==> config.mk <==
export PLATFORM = sky130hd
export DESIGN_NAME = serial_sub
export DESIGN_NICKNAME = d
export VERILOG_FILES = /design/src/rtl/serial_sub.sv
export SDC_FILE = /design/constraint.sdc
export NUM_CORES = 1
export LEC_CHECK = 0
export ABC_AREA = 1
export BUFFER_PORTS_ARGS = -buffer_cell sky130_fd_sc_hd__buf_4
export CORE_MARGIN = 10
export CORE_UTILIZATION = 29
export CTS_CLUSTER_SIZE = 30
export DETAILED_ROUTE_END_ITERATION = 8
export PLACE_DENSITY = 0.46
export SYNTH_ARGS = -nofsm -noshare
export SYNTH_HDL_FRONTEND = slang
export SYNTH_SLANG_ARGS = --single-unit
==> constraint.sdc <==
create_clock -name clk -period 1.1 [get_ports clk]
set_input_delay 0.11 -clock clk [delete_from_list [all_inputs] [get_ports clk]]
set_output_delay 0.11 -clock clk [all_outputs]
set_load 0.01 [all_outputs]
==> src/rtl/serial_sub.sv <==
// serial_sub: bit-serial unsigned subtractor, LSB first through one full-subtractor cell with registered borrow.
module serial_sub #(
  parameter int WIDTH = 8
) (
  input  logic             clk,
  input  logic             reset,
  input  logic             start,
  input  logic [WIDTH-1:0] a,
  input  logic [WIDTH-1:0] b,
  output logic             busy,
  output logic             done,
  output logic [WIDTH-1:0] diff,
  output logic             borrow_out
);
  localparam int CW = $clog2(WIDTH);
  typedef enum logic [1:0] {IDLE, SHIFT, DONE} state_t;
  state_t state, state_nxt;
  logic [WIDTH-1:0] sa, sb, res, res_nxt;
  logic [CW-1:0] count;
  logic borrow, x, y, d, bout, last;
  always_comb begin
    x = sa[0];
    y = sb[0];
    d = x ^ y ^ borrow;
    bout = (~x & y) | (~(x ^ y) & borrow);
    res_nxt = {d, res[WIDTH-1:1]};
    last = count == CW'(WIDTH - 1);
    state_nxt = state == IDLE ? (start ? SHIFT : IDLE) :
                state == SHIFT ? (last ? DONE : SHIFT) : IDLE;
    busy = state != IDLE;
    done = state == DONE;
  end
  always_ff @(posedge clk or posedge reset) begin
    if (reset) begin
      state <= IDLE;
      sa <= '0;
      sb <= '0;
      res <= '0;
      borrow <= 1'b0;
      count <= '0;
      diff <= '0;
      borrow_out <= 1'b0;
    end else begin
      state <= state_nxt;
      if (state == IDLE && start) begin
        sa <= a;
        sb <= b;
        borrow <= 1'b0;
        count <= '0;
      end else if (state == SHIFT) begin
        sa <= sa >> 1;
        sb <= sb >> 1;
        res <= res_nxt;
        borrow <= bout;
        count <= count + 1'b1;
        if (last) begin
          diff <= res_nxt;
          borrow_out <= bout;
        end
      end
    end
  end
endmodule

Word level (Yosys, flattened, before mapping)
Cells that the tools add are included.

storage, ports and cells
  bits in registers = 39
  input bits = 19
  output and inout port bits = 11
  logic and storage cells = 38

cells by class
  $add $sub $neg = 1
  equality and inequality tests = 3
  muxes and demuxes = 12
  bitwise logic cells = 8
  reduce and logical (&&, ||, !) cells = 6

operators by type and width
  operator                                        count
  two-way mux 8 bit                               4
  two-way mux 2 bit                               3
  two-way mux 3 bit                               2
  nonzero test 2 bit                              2
  adder 3 x 1 -> 3 bit (second input constant)    1
  == test 3 bit (second input constant)           1
  two-way mux 1 bit                               3
  NOT 1 bit                                       3
  AND reduction 3 bit                             1
  bitwise AND 1 bit                               2
  == test 2 x 1 -> 1 bit (second input constant)  1
  == test 2 bit (second input constant)           1
  logical NOT 2 bit                               1
  AND reduction 2 bit                             1
  XOR 1 bit                                       2
  logical AND 1 bit                               1
  OR 1 bit                                        1

Depth between registers and ports, before layout
Gate-level depths: netlist of run 1.

  depth after elaboration = 6
  depth in mapped cells = 6
  depth with buffers taken out = 6

Worst setup path before layout of run 1
Ideal clock, no wire load.

  kind = reg2reg
  from = register count[0]
  to = register diff[7]
  library setup time = 117 ps
  arrival = 1,017 ps
  required time = 983 ps
  path slack = -33 ps
  cell stages (with the launch flop) = 7
  path buffers = 0
  clock period less this slack = 1,133 ps
  cells stage by stage = dfrtp_1 -> ha_1 -> ha_1 -> inv_1 -> nor2_4 -> nand2_1 -> nand2_1

between the ends
  cells in the longest elaborated chain, start to end = 2

RTL lines
  item                                  line  source
  start: declaration                    19    logic [CW-1:0] count;
  start signal: assignment              55    count <= count + 1'b1;
  == test 3 bit                         27    last = count == CW'(WIDTH - 1);
  AND reduction 3 bit (no source line)  -
  end signal: assignment                57    diff <= res_nxt;
  end: declaration                      12    output logic [WIDTH-1:0] diff,

No other way between the ends.
A chain may end at the register's enable or synchronous reset.

Worst setup path in the final report of run 1
  from = register state[1]
  to = output busy

between the ends
  cells in the longest elaborated chain, start to end = 1

RTL lines
  item                      line  source
  start: declaration        17    state_t state, state_nxt;
  start signal: assignment  44    state <= state_nxt;
  nonzero test 2 bit        30    busy = state != IDLE;
  end: declaration          10    output logic busy,

No other way between the ends.

==> results of run 1 <==
-- flip-flops by register name, indices dropped and copies added (netlist names) --
register	count
res	7
diff	8
state	2
count	3
borrow_out	1
sa	8
borrow	1
sb	8
-- final cells by class --
type                    instances  area, µm²  area share (%)
repair buffers                 55        547            21.0
multi-input cells             134        833            32.0
clock inverters                 3       68.8            2.64
inverters                       9       46.3            1.78
well taps                      72       90.1            3.46
clock buffers                   5       68.8            2.64
flip-flops and latches         38        952            36.5
-- cell families after synthesis --
| family | count (synthesis) |
|---|---|
| and+or+nand+nor | 126 |
| adders and majority gates | 3 |
| AOI/OAI and AO/OA | 4 |
| DFF | 38 |
| buffers and inverters | 17 |
-- repair_timing --
item	4_1_cts	5_1_grt
setup endpoints to repair	20	40
buffers inserted	6	2
hold buffers	1	0
pin swaps	18	30
resized for setup	36	55
gates cloned	3	0
hold endpoints to repair	38	0
-- power breakdown --
part / internal (W) / switching, W
logic: 0.00177 / 0.00161
registers: 0.00199 / 0.000458
clock network: 0.000909 / 0.000508
total: 0.00467 / 0.00258
-- tightest hold or removal path, stage by stage --
cell and delay, ns:
buf_4 0.08, nand3_1 0.06, nand2_1 0.06
-- layer usage --
layer	part of all wire, %	vias to the layer above	GRT usage, %	wire length, µm
li1	-	705	-	-
met1	42	664	11.0	1680
met2	52	17	16.5	2100
met3	4.4	4	2.99	179
met4	1.7	0	5.24	67
met5	0	-	0	0
-- cells in the final DEF, fill, tap and decap left out, drive strengths merged --
cell type / n
nand2: 93
clkbuf: 5
inv: 9
clkinv: 1
fa: 1
o21ai: 4
dlygate4sd3: 1
bufinv: 2
buf: 54
dfrtp: 38
ha: 2
nand3: 30
nor2: 4
-- path summary, 6_finish.rpt --
path / start / endpoint / depth (start not counted)
worst max-delay path: state[1] / busy / 4
worst min-delay path: a[7] / sa[7] / 3
worst max register to register: state[1] / diff[3] / 7
worst min register to register: diff[7] / diff[7] / 2
max in group asynchronous: reset / state[0] / 4
min in group asynchronous: reset / sa[3] / 4
-- metrics by stage --
step | cell area, µm² | setup WS (ns) | setup TNS, ns
4_1_cts | 2410 | -0.147 | -2.32
2_1_floorplan | 1640 | 0.00545 | 0
3_5_place_dp | 2040 | -0.0786 | -0.665
6_report | 2610 | -0.130 | -2.28
5_1_grt | 2610 | -0.185 | -4.24
3_3_place_gp | 2040 | -0.0612 | -0.545
==> impl_metrics.tcl, run 1 <==
set metrics [dict create \
    critical_path_class "flop to primary output" \
    ys_types 13 \
    leakage_nw 1.37 \
    vias 1390 \
    yosys.area_share.adder_pct 2.76 \
    fin_total_pwr_w 0.00725 \
    cts_buffers 5 \
    synth_edf_count 0 \
    cts_tree "yes" \
    grt_pass1_wl_um 6910 \
    vias_per_cell 4.40 \
    cp_top_family "flip-flops" \
    ys_warn_count 0 \
    required_ns 0.99 \
    dr.first_iter.drc_count 29 \
    finalSetupViolCount 40 \
    instances_no_fill 316 \
    io_buffers 29 \
    end_kind "primary output" \
    path_cells "nor2_4, buf_12, inv_4, buf_6" \
    clk_pin_slew_ns 0.07 \
    antenna_found_initial 0 \
    report.final.slew_viol_count 0 \
    drv_cap 0 \
    ys_seq_area_share_pct 58.2 \
    grt_use_total_pct 9.85 \
    netlist_instances 188 \
    cts.sinks 38 \
    route.detailed.drc 0 \
    finalHoldViolCount 0 \
    drt_pre_antenna_iters 4 \
    dp.cells 296 \
    start_util_pct 29.8 \
    drive_above_1_share_pct 51.6 \
    rows 27 \
    max_freq_ghz 0.813 \
    synth_xor_area_share_pct 0 \
    grt_max_degree 39 \
    start_kind "flop" \
    syn_area_mm2 0.00163 \
    synth.most_common_cell "nand2_1" \
    synth_area_leaders "dfrtp_1, nand2_1, nand3_1, buf_2, inv_1" \
    netlist_top_cells_count "nand2_1, dfrtp_1, nand3_1" \
    synth_compound_area_share_pct 1.23 \
    period_share_pct 112 \
    ys_async_sr_fraction_pct 100 \
    muxShareOfSynthArea_pct 0 \
    postRouteAntennaNets 0 \
    dieArea_mm2 0.00903 \
    cp_max_fo 2 \
    power.density_mw_per_mm2 2780 \
    worst_pin_slew_ns 0.212 \
    arrival_ns 1.12 \
    htreeDepth 2 \
    wl_um 4030 \
    finalNetCount 265 \
    fill_cells 539 \
    synth.avg_cell_area_um2 8.69 \
    clockRootBuffer "clkbuf_8" \
    rsz0062_at_grt "yes" \
    status "complete, but fails checks" \
    synth_top_area_cell "dfrtp_1" \
    area_delta_synth_final_pct 59.6 \
    ctsLongestPathBuffers 2 \
    die_w_um 95.0 \
    synthFlopType "dfrtp_1" \
    yosys.area_share.simple_pct 32.5 \
    num_antenna_cells 0 \
    finClkSkew_ns 0.00573 \
    fp.dieH_um 95.0 \
    synth.top_cell.area_share_pct 58.2 \
    vdd_ir_drop_max_v 0.000824 \
    critical_path_buf_inv_count 3 \
    setup_ws_ns -0.130 \
    coreArea_mm2 0.00547 \
    pin_count 30 \
    slowest_delay_ns 0.43 \
    violations "negative setup slack" \
    synth_nets 210 \
    critPathSlowestCell "dfrtp_1" \
    drt-wirelength-per-cell_um 12.7 \
    r2r_slack_ns -0.09 \
    grt_pass1_vias 1474 \
    holdCritPathClass "input port to flop" \
    hold_ws_ns 0.0546 \
    dp_hpwl_um 2590 \
    fin_util_pct 47.6 \
    ys_ff_latch 38 \
    worstSkewPairLatency_ns 0.29 \
    period_needed_ns 1.23 \
    gp_congestion 0.673 \
    overflow 0 \
    synth_top_family_by_area "simple AND/OR/NAND/NOR gates" \
    max_slew_margin_pct 85.8 \
]
(Power assumes the default switching activity.)
==> run 2, diff against run 1 <==
- clock period: 1.1 -> 1 ns (I/O delays scaled with it)
==> impl_metrics.tcl, run 2 (synthesis results as in run 1) <==
set metrics [dict create \
    drt_pre_antenna_iters 4 \
    critical_path_class "flop to primary output" \
    antenna_found_initial 0 \
    dieArea_mm2 0.00903 \
    coreArea_mm2 0.00547 \
    wl_um 3860 \
    report.final.slew_viol_count 0 \
    power.internal_w 0.00433 \
    grt_max_degree 39 \
    switching_power_w 0.00244 \
    fin_util_pct 42.3 \
    fp.dieH_um 95.0 \
    cp_top_family "flip-flops" \
    rows 27 \
    top_regs "diff: 8 flops, sa: 8 flops, sb: 8 flops" \
    worstSkewPairLatency_ns 0.29 \
    violations "negative setup slack" \
    rsz0062_at_grt "yes" \
    arrival_ns 1.15 \
    die_w_um 95.0 \
    fill_cells 573 \
    cts.sinks 38 \
    critical_path_buf_inv_count 4 \
    dr.first_iter.drc_count 49 \
    vias_per_cell 4.26 \
    power.density_mw_per_mm2 2920 \
    period_share_pct 125 \
    tns_ns -5.81 \
    drt-wirelength-per-cell_um 12.4 \
    path_cells "buf_6, nor2_4, buf_12, inv_4, buf_6" \
    reg2reg_depth 6 \
    ctsLongestPathBuffers 2 \
    dp_hpwl_um 2570 \
    critPathCapture "busy" \
    dp.cells 293 \
    cp_max_fo 2 \
    finalHoldViolCount 0 \
    power_frac_comb_pct 43.8 \
    leakage_nw 1.18 \
    overflow 0 \
    drv_cap 0 \
    cpMostUsedCell "buf_6" \
    instances_no_fill 311 \
    swShare_pct 36.1 \
    status "complete, but fails checks" \
    cp_num_cells 5 \
    start_util_pct 29.8 \
    cts_buffers 5 \
    finalSetupViolCount 39 \
    critPathSlowestCell "dfrtp_1" \
    grt_pass1_vias 1415 \
    grt_use_total_pct 9.73 \
    max_slew_margin_pct 86.1 \
    slowest_delay_ns 0.39 \
    finClkSkew_ns 0.00625 \
    layout.cells.most_common "nand2_1" \
    htreeDepth 2 \
    gp_congestion 0.713 \
    worstReg2RegStart "state[0]" \
    most-common-layout-cells "nand2_1, buf_4, dfrtp_1" \
    postRouteAntennaNets 0 \
    vias 1326 \
    grt_pass1_wl_um 6910 \
    fin_total_pwr_w 0.00677 \
    worst_pin_slew_ns 0.208 \
    max_freq_ghz 0.802 \
    timing.rr.end "res[7]" \
    pin_count 30 \
    setup_ws_ns -0.246 \
    p_seq_share_pct 38.3 \
    clock_power_share_pct 17.8 \
    area_delta_synth_final_pct 41.8 \
    route.detailed.drc 0 \
    drive_above_1_share_pct 31.0 \
    io_buffers 29 \
    required_ns 0.90 \
    crit_start "state[1]" \
    holdCritPathClass "input port to flop" \
    vdd_ir_drop_max_v 0.000799 \
    r2r_slack_ns -0.18 \
    clk_pin_slew_ns 0.07 \
    end_kind "primary output" \
    num_antenna_cells 0 \
    finalNetCount 260 \
    cts_tree "yes" \
    start_kind "flop" \
    clockRootBuffer "clkbuf_8" \
    period_needed_ns 1.25 \
]
run 2: per-layer routing:
metal,GRT usage (%),routed length [µm]
met2,14.8,1730
met1,12.5,1890
met5,0,0
met4,4.49,79
met3,2.91,163
run 2: how the worst min path moves through the flow:
stage / from / end / slack (ns) / depth (start not counted)
2_1_floorplan: a[7] / sa[7] / 0.25 / 2
3_3_place_gp: reset / sb[5] / 0.18 / 3
3_5_place_dp: reset / sb[5] / 0.18 / 3
4_1_cts: a[7] / sa[7] / 0.04 / 3
5_1_grt: b[7] / sb[7] / 0.06 / 3
6_report: a[7] / sa[7] / 0.04 / 3
run 2: metrics by stage:
stage / hold WS, ns / setup slack [ns] / area (µm²)
6_report: 0.0410 / -0.246 / 2320
4_1_cts: 0.0398 / -0.266 / 2300
5_1_grt: 0.0555 / -0.318 / 2320
3_3_place_gp: 0.184 / -0.154 / 2040
2_1_floorplan: 0.246 / -0.0686 / 1650
3_5_place_dp: 0.182 / -0.173 / 2040
run 2: what timing repair did:
action | 4_1_cts | 5_1_grt
hold buffers | 1 | 0
cloned | 2 | 0
resized for setup | 18 | 2
setup endpoints to repair | 39 | 40
hold endpoints to repair | 38 | 0
buffers inserted | 6 | 1
pin swaps | 6 | 1
run 2: layout make-up:
cell class / instances / area, µm² / area share [%]
Timing Repair Buffer: 49 / 444 / 19.2
Inverter: 9 / 43.8 / 1.89
Tap cell: 72 / 90.1 / 3.89
Sequential cell: 38 / 952 / 41.1
Multi-Input combinational cell: 135 / 676 / 29.2
Clock buffer: 8 / 110 / 4.75
run 2: tightest hold or removal path, delay by kind of cell:
family	cells	cell delay, ns
simple gates	2	0.12
buf+inv	1	0.08
run 2: power groups by stage:
stage / combinational, W / sequential, W / clock, W
final: 0.00297 / 0.00260 / 0.00121
after global routing: 0.00339 / 0.00269 / 0.00131
after CTS: 0.00298 / 0.00261 / 0.00124
after detailed placement: 0.00253 / 0.00262 / 0
after global placement: 0.00253 / 0.00262 / 0
after floorplan: 0.00145 / 0.00261 / 0
==> run 3, diff against run 2 <==
- CORE_ASPECT_RATIO: default -> 1.25
==> impl_metrics.tcl, run 3 (synthesis results as in run 1) <==
set metrics [dict create \
    status "complete, but fails checks" \
    violations "negative setup slack" \
    dp_hpwl_um 2550 \
    vias_per_cell 4.44 \
    setup_ws_ns -0.205 \
    wl_um 4070 \
    crit_start "state[1]" \
    overflow 0 \
    whs_endpoint "sa[7]" \
    postRouteAntennaNets 0 \
    hold_depth 3 \
    drive_above_1_share_pct 39.1 \
    grt_pass1_vias 1511 \
    num_antenna_cells 0 \
    grt_use_met3_pct 4.15 \
    cts.sinks 38 \
    finalHoldViolCount 0 \
    leakage_nw 1.25 \
    clockRootBuffer "clkbuf_8" \
    drt-wirelength-per-cell_um 13.0 \
    worst_pin_slew_ns 0.224 \
    finalSetupViolCount 40 \
    gp_congestion 0.688 \
    period_needed_ns 1.21 \
    cts_buffers 5 \
    cts_tree "yes" \
    io_buffers 29 \
    coreArea_mm2 0.00544 \
    power.density_mw_per_mm2 2900 \
    fin_total_pwr_w 0.00711 \
    htreeDepth 2 \
    dpl_worst_slack_ns -0.157 \
    clk_pin_slew_ns 0.07 \
    report.final.slew_viol_count 0 \
    grt_pass1_wl_um 7110 \
    max_freq_ghz 0.830 \
    use_met2_pct 14.6 \
    r2r_slack_ns -0.19 \
    start_util_pct 30.0 \
    most-common-layout-cells "nand2_1, dfrtp_1, buf_4" \
    start_kind "flop" \
    fill_cells 541 \
    vdd_ir_drop_max_v 0.00105 \
    finClkSkew_ns 0.00822 \
    layout.cells.most_common "nand2_1" \
    drt_pre_antenna_iters 4 \
    max_slew_margin_pct 85.0 \
    rsz0062_at_grt "yes" \
    top_regs "diff: 8 flops, sa: 8 flops, sb: 8 flops" \
    drv_cap 0 \
    timing.rr.end "sb[3]" \
    area_delta_synth_final_pct 50.2 \
    finalNetCount 269 \
    critical_path_class "flop to primary output" \
    min-delay-start "a[7]" \
    pin_count 30 \
    grt-busiest-layer "met2" \
    reg2reg_depth 6 \
    vias 1385 \
    grt_max_degree 39 \
    grt_use_total_pct 9.46 \
    worstReg2RegStart "state[1]" \
    fp.dieH_um 104 \
    worstSkewPairLatency_ns 0.29 \
    end_kind "primary output" \
    route.detailed.drc 0 \
    grtUsageMet1_pct 11.6 \
    period_share_pct 121 \
    holdCritPathClass "input port to flop" \
    required_ns 0.90 \
    ctsLongestPathBuffers 2 \
    antenna_found_initial 0 \
    dr.first_iter.drc_count 74 \
    dieArea_mm2 0.00905 \
    die_w_um 87.1 \
    arrival_ns 1.11 \
    rows 30 \
    cp_max_fo 3 \
]
run 3: report_power, final:
part / switching [W] / leakage (nW) / internal (W) / total (W)
Sequential: 0.000447 / 0.486 / 0.00219 / 0.00264
Combinational: 0.00164 / 0.712 / 0.00174 / 0.00337
Clock: 0.000541 / 0.0482 / 0.000557 / 0.00110
Total: 0.00262 / 1.25 / 0.00448 / 0.00711
run 3: worst max-delay path, cell delays in order (launching register included):
cell,delay (ns)
dfrtp_1,0.41
buf_6,0.13
nor2_4,0.12
inv_2,0.05
buf_6,0.11
run 3: layout make-up:
cell class	instances	area, µm²	area share, %
Tap cell	64	80.1	3.27
Inverter	9	43.8	1.79
Timing Repair Buffer	58	561	22.9
Sequential cell	38	952	38.8
Multi-Input combinational cell	135	724	29.5
Clock inverter	1	5.00	0.204
Clock buffer	7	86.3	3.52
run 3: through the flow:
step	hold slack, ns	cell area [µm²]	TNS (ns)	util [%]	cells
after global routing	0.0656	2450	-8.32	45.1	312
after floorplan	0.246	1650	-0.426	-	188
final	0.0459	2450	-5.67	45.1	312
after global placement	0.186	2050	-3.77	37.7	291
after CTS	0.0467	2390	-5.56	44.0	309
after detailed placement	0.182	2050	-3.56	37.7	291
run 3: how the worst max path moves through the flow:
stage / end / slack, ns
floorplan: diff[7] / -0.07
global placement: diff[7] / -0.18
detailed placement: diff[7] / -0.16
CTS: busy / -0.21
global route: busy / -0.27
finish: busy / -0.21
run 3: repair_timing:
item                                    CTS  global route
pin swaps                                11            19
gates cloned                              3             1
gates resized for setup                  47             5
endpoints found under the setup margin   40            40
hold buffers                              1             0
buffers inserted                          7             2
hold endpoints to repair                 38             0
run 3: routing by layer:
layer	vias up	share of wire, %
li1	712	-
met1	638	46
met4	0	1.1
met3	6	6.4
met2	29	47
met5	-	0
